`config.mk`:
```
export PLATFORM = sky130hd
export DESIGN_NAME = tmds_word_align
export DESIGN_NICKNAME = d
export VERILOG_FILES = /design/src/rtl/tmds_pkg.sv /design/src/rtl/tmds_bit_window.sv /design/src/rtl/tmds_word_align.sv
export SDC_FILE = /design/constraint.sdc
export NUM_CORES = 1
export LEC_CHECK = 0
export BUFFER_PORTS_ARGS = -buffer_cell sky130_fd_sc_hd__buf_4
export CORE_ASPECT_RATIO = 1.4
export CORE_MARGIN = 2
export CORE_UTILIZATION = 60
export CTS_CLUSTER_DIAMETER = 50
export DETAILED_ROUTE_END_ITERATION = 12
export GPL_ROUTABILITY_DRIVEN = 1
export GPL_TIMING_DRIVEN = 0
export HOLD_SLACK_MARGIN = 0.05
export PLACE_DENSITY_LB_ADDON = 0.05
export SYNTH_ARGS = -nofsm -noshare
export SYNTH_HDL_FRONTEND = slang
export SYNTH_HIERARCHICAL = 1
export SYNTH_SLANG_ARGS = --single-unit
```
`constraint.sdc`:
```
create_clock -name clk -period 5.05 [get_ports clk]
set_clock_uncertainty 0.05 [all_clocks]
set_input_delay 0.505 -clock clk [delete_from_list [all_inputs] [get_ports clk]]
set_output_delay 0.505 -clock clk [all_outputs]
set_load 0.05 [all_outputs]
```
`src/rtl/tmds_pkg.sv`:
```
`default_nettype none
// ============================================================================
// Module      : tmds_pkg
// Description : Shared TMDS definitions: control-token constants, the
//               token-match function and the word-aligner state encoding.
// Revision    : 1.0 - initial release
// ============================================================================
package tmds_pkg;

    localparam logic [9:0] c_CTRL_TOKEN_0 = 10'b1101010100;
    localparam logic [9:0] c_CTRL_TOKEN_1 = 10'b0010101011;
    localparam logic [9:0] c_CTRL_TOKEN_2 = 10'b0101010100;
    localparam logic [9:0] c_CTRL_TOKEN_3 = 10'b1010101011;

    typedef enum logic [1:0] {
        ST_SEARCH = 2'd0,
        ST_VERIFY = 2'd1,
        ST_LOCKED = 2'd2
    } align_state_t;

    function automatic logic is_ctrl_token(input logic [9:0] word);
        return (word == c_CTRL_TOKEN_0) || (word == c_CTRL_TOKEN_1) ||
               (word == c_CTRL_TOKEN_2) || (word == c_CTRL_TOKEN_3);
    endfunction

endpackage
`default_nettype wire

```
`src/rtl/tmds_bit_window.sv`:
```
`default_nettype none
// ============================================================================
// Module      : tmds_bit_window
// Description : 20-bit sliding window over two consecutive deserialized
//               words with a 10:1 bit-offset word selector.
// Revision    : 1.0 - initial release
// ============================================================================
module tmds_bit_window (
    input  logic       clk,
    input  logic       rst,
    input  logic [9:0] i_data,
    input  logic [3:0] i_offset,
    output logic [9:0] o_word
);

    logic [9:0]  r_prev_word;
    logic [19:0] w_window;
    logic [9:0]  w_tap [10];

    always_ff @(posedge clk or posedge rst) begin
        if (rst) begin
            r_prev_word <= '0;
        end else begin
            r_prev_word <= i_data;
        end
    end

    // Older word sits in the low half, so bit 0 stays the earliest serial bit.
    assign w_window = {i_data, r_prev_word};

    for (genvar k = 0; k < 10; k++) begin : g_tap
        assign w_tap[k] = w_window[k+9:k];
    end

    assign o_word = (i_offset < 4'd10) ? w_tap[i_offset] : w_tap[0];

endmodule
`default_nettype wire

```
`src/rtl/tmds_word_align.sv`:
```
`default_nettype none
// ============================================================================
// Module      : tmds_word_align
// Description : TMDS receive word aligner. Hunts for control tokens across
//               the ten bit offsets and emits boundary-aligned words with a
//               lock flag. Optional slip counter: TMDS_ALIGN_SLIP_COUNT_EN.
// Revision    : 1.0 - initial release
// ============================================================================
module tmds_word_align
    import tmds_pkg::*;
#(
    parameter int LOCK_TOKENS  = 16,
    parameter int SEARCH_WAIT  = 32,
    parameter int LOSS_TIMEOUT = 1048576
) (
    input  logic       clk,
    input  logic       rst,
    input  logic [9:0] data_in,
    output logic [9:0] data_out,
    output logic       token,
    output logic       locked,
    output logic [3:0] offset
`ifdef TMDS_ALIGN_SLIP_COUNT_EN
    ,
    output logic [7:0] slip_count
`endif
);

    localparam int c_WAIT_W = (SEARCH_WAIT > 1) ? $clog2(SEARCH_WAIT) : 1;
    localparam int c_LOSS_W = (LOSS_TIMEOUT > 1) ? $clog2(LOSS_TIMEOUT) : 1;
    localparam int c_RUN_W  = $clog2(LOCK_TOKENS + 1);

    localparam logic [c_WAIT_W-1:0] c_WAIT_LAST = c_WAIT_W'(SEARCH_WAIT - 1);
    localparam logic [c_WAIT_W-1:0] c_WAIT_ONE  = c_WAIT_W'(1);
    localparam logic [c_LOSS_W-1:0] c_LOSS_LAST = c_LOSS_W'(LOSS_TIMEOUT - 1);
    localparam logic [c_LOSS_W-1:0] c_LOSS_ONE  = c_LOSS_W'(1);
    localparam logic [c_RUN_W-1:0]  c_RUN_LAST  = c_RUN_W'(LOCK_TOKENS - 1);
    localparam logic [c_RUN_W-1:0]  c_RUN_ONE   = c_RUN_W'(1);

    align_state_t        r_state,  w_state_nxt;
    logic [c_WAIT_W-1:0] r_wait,   w_wait_nxt;
    logic [c_LOSS_W-1:0] r_loss,   w_loss_nxt;
    logic [c_RUN_W-1:0]  r_run,    w_run_nxt;
    logic [1:0]          r_blind,  w_blind_nxt;
    logic [3:0]          r_offset, w_offset_nxt;
    logic [9:0]          w_cand;
    logic                w_is_tok;
    logic [9:0]          r_data_out;
    logic                r_token;
    logic                r_locked;

    tmds_bit_window u_window (
        .clk      (clk),
        .rst      (rst),
        .i_data   (data_in),
        .i_offset (r_offset),
        .o_word   (w_cand)
    );

    assign w_is_tok = is_ctrl_token(w_cand);

    always_comb begin
        w_state_nxt  = r_state;
        w_wait_nxt   = r_wait;
        w_loss_nxt   = r_loss;
        w_run_nxt    = r_run;
        w_offset_nxt = r_offset;
        w_blind_nxt  = (r_blind != 2'd0) ? r_blind - 2'd1 : 2'd0;
        case (r_state)
            ST_SEARCH: begin
                w_loss_nxt = '0;
                // A token on the terminal-count cycle wins over the slip.
                if (w_is_tok && (r_blind == 2'd0)) begin
                    w_state_nxt = ST_VERIFY;
                    w_run_nxt   = c_RUN_ONE;
                    w_wait_nxt  = '0;
                end else if (r_wait == c_WAIT_LAST) begin
                    w_wait_nxt   = '0;
                    w_offset_nxt = (r_offset == 4'd9) ? 4'd0 : r_offset + 4'd1;
                    w_blind_nxt  = 2'd2;
                end else begin
                    w_wait_nxt = r_wait + c_WAIT_ONE;
                end
            end
            ST_VERIFY: begin
                w_wait_nxt = '0;
                if (w_is_tok) begin
                    w_run_nxt = r_run + c_RUN_ONE;
                    if (r_run == c_RUN_LAST) begin
                        w_state_nxt = ST_LOCKED;
                        w_loss_nxt  = '0;
                    end
                end else begin
                    w_state_nxt = ST_SEARCH;
                    w_run_nxt   = '0;
                end
            end
            ST_LOCKED: begin
                w_wait_nxt = '0;
                if (w_is_tok) begin
                    w_loss_nxt = '0;
                end else if (r_loss == c_LOSS_LAST) begin
                    w_state_nxt = ST_SEARCH;
                    w_loss_nxt  = '0;
                    w_run_nxt   = '0;
                end else begin
                    w_loss_nxt = r_loss + c_LOSS_ONE;
                end
            end
            default: begin
                w_state_nxt = ST_SEARCH;
            end
        endcase
    end

    always_ff @(posedge clk or posedge rst) begin
        if (rst) begin
            r_state  <= ST_SEARCH;
            r_wait   <= '0;
            r_loss   <= '0;
            r_run    <= '0;
            r_blind  <= '0;
            r_offset <= '0;
        end else begin
            r_state  <= w_state_nxt;
            r_wait   <= w_wait_nxt;
            r_loss   <= w_loss_nxt;
            r_run    <= w_run_nxt;
            r_blind  <= w_blind_nxt;
            r_offset <= w_offset_nxt;
        end
    end

    always_ff @(posedge clk or posedge rst) begin
        if (rst) begin
            r_data_out <= '0;
            r_token    <= 1'b0;
            r_locked   <= 1'b0;
        end else begin
            r_data_out <= w_cand;
            r_token    <= w_is_tok;
            r_locked   <= (r_state == ST_LOCKED);
        end
    end

    assign data_out = r_data_out;
    assign token    = r_token;
    assign locked   = r_locked;
    assign offset   = r_offset;

`ifdef TMDS_ALIGN_SLIP_COUNT_EN
    logic [7:0] r_slip_count;
    logic       w_slip;
    logic       w_lock_entry;

    assign w_slip       = (r_state == ST_SEARCH) && (w_offset_nxt != r_offset);
    assign w_lock_entry = (r_state == ST_VERIFY) && (w_state_nxt == ST_LOCKED);

    always_ff @(posedge clk or posedge rst) begin
        if (rst) begin
            r_slip_count <= '0;
        end else if (w_lock_entry) begin
            r_slip_count <= '0;
        end else if (w_slip && (r_slip_count != 8'hFF)) begin
            r_slip_count <= r_slip_count + 8'd1;
        end
    end

    assign slip_count = r_slip_count;
`endif

endmodule
`default_nettype wire

```
# ---- Yosys cells after proc, flatten, opt, wreduce, memory -nomap -nowiden
# Cells that the tools add are included.
dict set report totals {
  n_memories 0
  mem_bits_ro 0
  word_cells 77
  register_bits 60
  ram_bits 0
  latchBits 0
  out_inout_bits 16
  input_bits 12
}
dict set report op_classes {
  add_sub_neg 5
  mul 0
  shifts 0
  eq_ne 16
  n_div 0
  mux 28
  n_lt_le_gt_ge 2
  n_bitwise 2
  n_reduce_logical 14
}
# operator n
set ops {}
lappend ops {{$mux 20} 4}
lappend ops {{$pmux 20 s3} 1}
lappend ops {{$bmux 10 s4} 1}
lappend ops {{$mux 10} 3}
lappend ops {{$mux 5} 6}
lappend ops {{$add 20x1->20 const B} 1}
lappend ops {{$eq 10x10->1 const B} 2}
lappend ops {{$eq 20x20->1 const B} 1}
lappend ops {{$mux 2} 9}
lappend ops {{$pmux 5 s3} 1}
lappend ops {{$add 5x1->5 const B} 2}
lappend ops {{$eq 10x8->1 const B} 1}
lappend ops {{$eq 10x9->1 const B} 1}
lappend ops {{$ne 2x2->1 const B} 5}
lappend ops {{$pmux 5 s2} 1}
lappend ops {{$reduce_and 4->1} 2}
lappend ops {{$pmux 2 s3} 1}
lappend ops {{$reduce_and 3->1} 2}
lappend ops {{$eq 5x4->1 const B} 1}
lappend ops {{$eq 5x5->1 const B} 1}
lappend ops {{$ge 5x5->1 const B} 1}
lappend ops {{$not 4->5} 1}
lappend ops {{$add 4x1->4 const B} 1}
lappend ops {{$eq 4x4->1 const B} 1}
lappend ops {{other kinds (13)} 17}

# ---- Depth between registers and ports, before layout
dict set report depth {
  depth_word 12
  ltp_mapped 14
}

# ---- Modules after synthesis
# The synthesis kept the hierarchy.
# module n_inst seq_area_each_um2 area_each_um2 cells_per_inst
set by_module_without_submodules {}
lappend by_module_without_submodules {tmds_word_align 1 1251.2 2537.4 264}
lappend by_module_without_submodules {tmds_bit_window 1 250.2 1126.1 104}

# ---- Worst setup path before layout
# No wires, ideal clock.
dict set report synth_timing {
  path_type {register to register}
  startpoint {register r_offset[1], in the netlist offset[1]}
  endpoint {register r_run[0]}
  arrival_time_ps 3688
  setup_slack_ps 1184
  synth_period_minus_slack_ps 3866
  n_path_buf 2
  stages_incl_launch_ff 12
  cell_sequence {dfrtp_1 buf_6 mux4_1 and2_0 o31a_1 or3_1 or4b_1 a31oi_1 a31oi_2 or2_0 buf_2 mux2_1}
}
dict set report synth_between {
  elab_chain_len 12
  word_cells_on_any_way 19
}
# item line_no
set synth_rtl {}
lappend synth_rtl {{from (decl)} tmds_word_align.sv:45} ;# logic [3:0] r_offset, w_offset_nxt;
lappend synth_rtl {{from (signal assigned)} tmds_word_align.sv:130} ;# r_offset <= w_offset_nxt;
lappend synth_rtl {{$not 4->5 (not written as such)} tmds_bit_window.sv:35} ;# assign o_word = (i_offset < 4'd10) ? w_tap[i_offset] : w_tap[0];
lappend synth_rtl {{$bmux 10 s4} tmds_bit_window.sv:35}
lappend synth_rtl {{$mux 10 (not written as such) (2 in series)} tmds_bit_window.sv:35}
lappend synth_rtl {{$mux 10 *} tmds_bit_window.sv:35}
lappend synth_rtl {{named net w_cand[0]} tmds_word_align.sv:46} ;# logic [9:0] w_cand;
lappend synth_rtl {{$eq 10x10->1 or $eq 10x8->1 (tied branches)} tmds_pkg.sv:22} ;# return (word == c_CTRL_TOKEN_0) || (word == c_CTRL_TOKEN_1) ||
lappend synth_rtl {{$logic_or 1x1->1 (2 in series)} tmds_pkg.sv:22}
lappend synth_rtl {{$logic_or 1x1->1 *} tmds_pkg.sv:23} ;# (word == c_CTRL_TOKEN_2) || (word == c_CTRL_TOKEN_3);
lappend synth_rtl {{$logic_and 1x1->1} tmds_word_align.sv:73} ;# if (w_is_tok && (r_blind == 2'd0)) begin
lappend synth_rtl {{$ne 2x2->1 (no source line)} --}
lappend synth_rtl {{$reduce_and 4->1 (no source line)} --}
lappend synth_rtl {{to (signal assigned)} tmds_word_align.sv:128} ;# r_run <= w_run_nxt;
lappend synth_rtl {{to (decl)} tmds_word_align.sv:43} ;# logic [c_RUN_W-1:0] r_run, w_run_nxt;
# Mark *: on every way through the listed nets, which the timed path passes. The rest lies on a longest branch. The select of a mux whose other input is x is not followed.
# A chain may end at the register's enable or synchronous reset.

# ---- Worst setup path after layout
dict set report layout_timing {
  startpoint {register r_offset[0], in the netlist offset[0]}
  endpoint {register r_loss[19]}
}
dict set report layout_between {
  elab_chain_len 11
  word_cells_on_any_way 17
}
# item line_no
set layout_rtl {}
lappend layout_rtl {{$not 4->5 (not written as such)} tmds_bit_window.sv:35}
lappend layout_rtl {{$bmux 10 s4} tmds_bit_window.sv:35}
lappend layout_rtl {{$mux 10 (not written as such) (2 in series)} tmds_bit_window.sv:35}
lappend layout_rtl {{$mux 10 *} tmds_bit_window.sv:35}
lappend layout_rtl {{named net w_cand[7]} tmds_word_align.sv:46}
lappend layout_rtl {{$eq 10x10->1 or $eq 10x8->1 (tied branches)} tmds_pkg.sv:22}
lappend layout_rtl {{$logic_or 1x1->1 (2 in series)} tmds_pkg.sv:22}
lappend layout_rtl {{$logic_or 1x1->1 *} tmds_pkg.sv:23}
lappend layout_rtl {{$mux 20 or $ne 2x2->1 (tied branches)} --}
lappend layout_rtl {{$pmux 20 s3 or $reduce_and 3->1 (tied branches)} --}
lappend layout_rtl {{to (signal assigned)} tmds_word_align.sv:127} ;# r_loss <= w_loss_nxt;
lappend layout_rtl {{to (decl)} tmds_word_align.sv:42} ;# logic [c_LOSS_W-1:0] r_loss, w_loss_nxt;
# Marked as above.

==> key figures <==
Status
  • Status: finished, final reports clean

Routing
  • First-pass DRT Iterations: 4
  • Post-route ant nets: 0
  • Total Wirelength: 8350 um
  • Residual DRC: 0
  • Avg Vias per Cell: 6.41
  • Wire per inst: 17.4 um
  • Initial detailed-routing violation count: 203
  • Via count: 3079

GRT
  • Largest net degree at the start of global routing: 32
  • Global-route wire length before repair: 14100 um
  • Vias in the first global route: 3074
  • Total Routing Usage GR: 0.268
  • Grt ovf: 0
  • Initial antenna violation count: 0

Timing
  • Final hold violations: 0
  • Final Slew Violations: 0
  • Fmax: 252 MHz
  • Min Tclk post-route: 3.96 ns
  • RSZ-0062 raised after global routing: no
  • Final setup fails: 0
  • Worst Tran Pin Value: 0.679 ns
  • Tcrit/Tclk final: 0.784
  • TNS Setup: 0 ns
  • WHS: 0.0917 ns
  • Slew HR: 0.543

Yosys
  • Multiplexer area fraction after synthesis: 0.153
  • Post-Synth XOR/XNOR Area: 0.00478
  • Adder-Cell Fraction of Synth Area: 0.0342
  • Syn avg cell area: 9.96 sq um
  • Syn Nets: 390
  • Post-synthesis sequential area ratio: 0.410
  • Post-Synth Simple-Gate Area: 0.185
  • YS warnings: 6
  • #FFs+latches synth: 60
  • Compound-Gate Fraction of Synth Area: 0.166
  • Mapped Cells: 368
  • Post-Synthesis Cell Area: 0.00366 sq mm
  • Largest family of logic cells by synthesized area: simple AND/OR/NAND/NOR gates
  • Post-synth cell types: 57

Finish
  • Nets: 429
  • Layout cells sized above 1: 0.183
  • Final Instance Area: 0.00415 sq mm
  • ANT cells: 0
  • Commonest non-fill, non-tap cell in the layout: dfrtp_1
  • Most frequent cells in the layout: 60 x dfrtp_1, 33 x o21ai_0, 31 x buf_4
  • Area delta synth->final: 13.3%

Worst setup path
  • Worst reg-to-reg path cell count: 12
  • Setup CP Type: register to register
  • Cell Chain, Critical Path: buf_4 > buf_4 > buf_4 > mux4_2 > mux2_2 > nor4bb_1 > and3_1 > or3b_1 > buf_2 > or3_1 > clkbuf_1 > o311ai_1
  • CP required: 5.24 ns
  • Critical path's slowest cell: dfrtp_1
  • Worst Path Buf+Inv: 5
  • Startpoint types: register
  • Crit path max-delay family: simple AND/OR/NAND/NOR gates
  • Critical Path End Type: register
  • Cell depth of the worst setup path: 12
  • Crit path max fanout: 10
  • WP data arrival: 4.15 ns
  • Worst path max stage delay: 0.46 ns
  • CP most frequent cell: buf_4

Clock network
  • Later-pin clock latency in the skew report: 0.34 ns
  • Clock transition at the registers of the reported paths: 0.06 ns
  • # hold bufs at CTS: 0
  • Post-CTS Setup Repair Bufs: 0
  • Post-CTS resize count: 0
  • Sink Count: 60
  • Root Driver: clkbuf_8
  • Worst-case clock buffer depth: 2
  • H-tree Lvls: 3
  • CTS tree: yes
  • CTS buffer count: 9

Run
  • Max cap viols: 0

Pwr
  • Power per cell area: 427 mW/mm^2
  • Pleak: 1.78 nW
  • Peak supply drop: 0.348 mV

Die
  • Die Height: 96.5 um
  • IO Pins: 28
  • Die ar.: 0.00676 sq mm
  • Die X: 70.0 um
  • Row count: 33
  • Initial Utilization: 0.625
  • Core area: 0.00586 sq mm

Place
  • Hpwl dp: 6210 um
  • Port Buffers: 27
  • Final GP Congestion: 0.935
  • Post-DP Area: 0.00397 sq mm

Min path
  • Hold Crit Class: input pin to async pin
-- logic make-up after synthesis --
family | Yosys count
buffers and inverters | 38
adders and majority gates | 10
xor gates and xnor gates | 2
DFF | 60
AOI/OAI and AO/OA | 94
and+or+nand+nor | 123
muxes | 41
-- worst register-to-register path, stage by stage (launching register included) --
cell	delay [ns]
dfrtp_1	0.46
buf_4	0.24
buf_4	0.24
buf_4	0.26
mux4_2	0.32
mux2_2	0.30
nor4bb_1	0.18
and3_1	0.22
or3b_1	0.37
buf_2	0.18
or3_1	0.43
clkbuf_1	0.28
o311ai_1	0.33
-- through the flow --
stage | power [mW] | util | cells | worst slack, ns
4_1_cts | 1.78 | 0.708 | 480 | 1.09
2_1_floorplan | 1.18 | - | 368 | 1.18
6_report | 1.77 | 0.708 | 480 | 1.09
3_3_place_gp | 1.36 | 0.674 | 465 | 1.14
3_5_place_dp | 1.38 | 0.678 | 466 | 1.11
5_1_grt | 1.86 | 0.708 | 480 | 0.797
-- final timing paths --
check | slack, ns | endpoint | start
worst max-delay path | 1.09 | r_loss[19] | offset[0]
worst min-delay path | 0.09 | u_window/r_prev_word[9] | rst
worst max register to register | 1.09 | r_loss[19] | offset[0]
worst min register to register | 0.42 | r_blind[0] | r_blind[0]
max in group asynchronous | 4.29 | r_loss[10] | rst
min in group clk | 0.22 | u_window/r_prev_word[9] | data_in[9]
-- power by group --
part | leakage [nW] | internal (mW) | total (mW) | switching, mW
Clock | 0.0941 | 0.211 | 0.397 | 0.185
Sequential | 0.772 | 0.557 | 0.607 | 0.0509
Combinational | 0.910 | 0.300 | 0.767 | 0.467
Total | 1.78 | 1.07 | 1.77 | 0.704
-- flip-flops by register name, summed over array words and instances, names as in the netlist, 2 cells and up --
name,cells
r_wait,5
r_loss,20
r_blind,2
data_out,10
offset,4
u_window/r_prev_word,10
r_state,2
r_run,5
-- per-layer routing --
| layer | global-route usage | vias up | part of all wire |
|---|---|---|---|
| met1 | 0.293 | 1490 | 0.39 |
| met4 | 0.152 | 0 | 0.031 |
| met5 | 0 | - | 0 |
| met3 | 0.0498 | 25 | 0.040 |
| li1 | - | 1464 | - |
| met2 | 0.490 | 100 | 0.54 |
-- Yosys cell counts (all sizes together) --
cell type	number	area share
a211o	1	0.0024
a21o	3	0.0061
a21oi	11	0.015
a22o	1	0.0024
a311oi	1	0.0024
a31oi	3	0.0068
a41oi	2	0.0048
and2	5	0.0085
and3	7	0.012
and4	2	0.0048
buf	10	0.018
clkbuf	13	0.013
dfrtp	60	0.41
ha	10	0.034
inv	15	0.015
mux2	12	0.039
mux2i	19	0.052
mux4	10	0.063
nand2	23	0.024
nand2b	6	0.010
nand3	13	0.018
nand3b	2	0.0041
nand4	5	0.0085
nand4bb	1	0.0031
nor2	17	0.017
nor2b	4	0.0068
nor3	17	0.026
nor3b	4	0.0082
nor4	1	0.0017
nor4bb	1	0.0027
o211ai	5	0.010
o21ai	37	0.051
o22ai	10	0.017
o311ai	1	0.0024
o31a	5	0.012
o31ai	10	0.020
o41ai	4	0.014
or2	2	0.0034
or3	8	0.014
or3b	2	0.0048
or4	1	0.0020
or4b	2	0.0055
xnor2	2	0.0048
-- final cells by class --
| type | count | area [sq um] |
|---|---|---|
| clock inverter | 2 | 10.0 |
| buffer | 23 | 114 |
| clock buffer | 12 | 165 |
| timing repair buffer | 28 | 223 |
| tap | 70 | 87.6 |
| inverter | 15 | 56.3 |
| fill | 462 | 1710 |
| multi-input combinational | 270 | 1990 |
| sequential | 60 | 1500 |
Power figures use the tool's default switching activity.
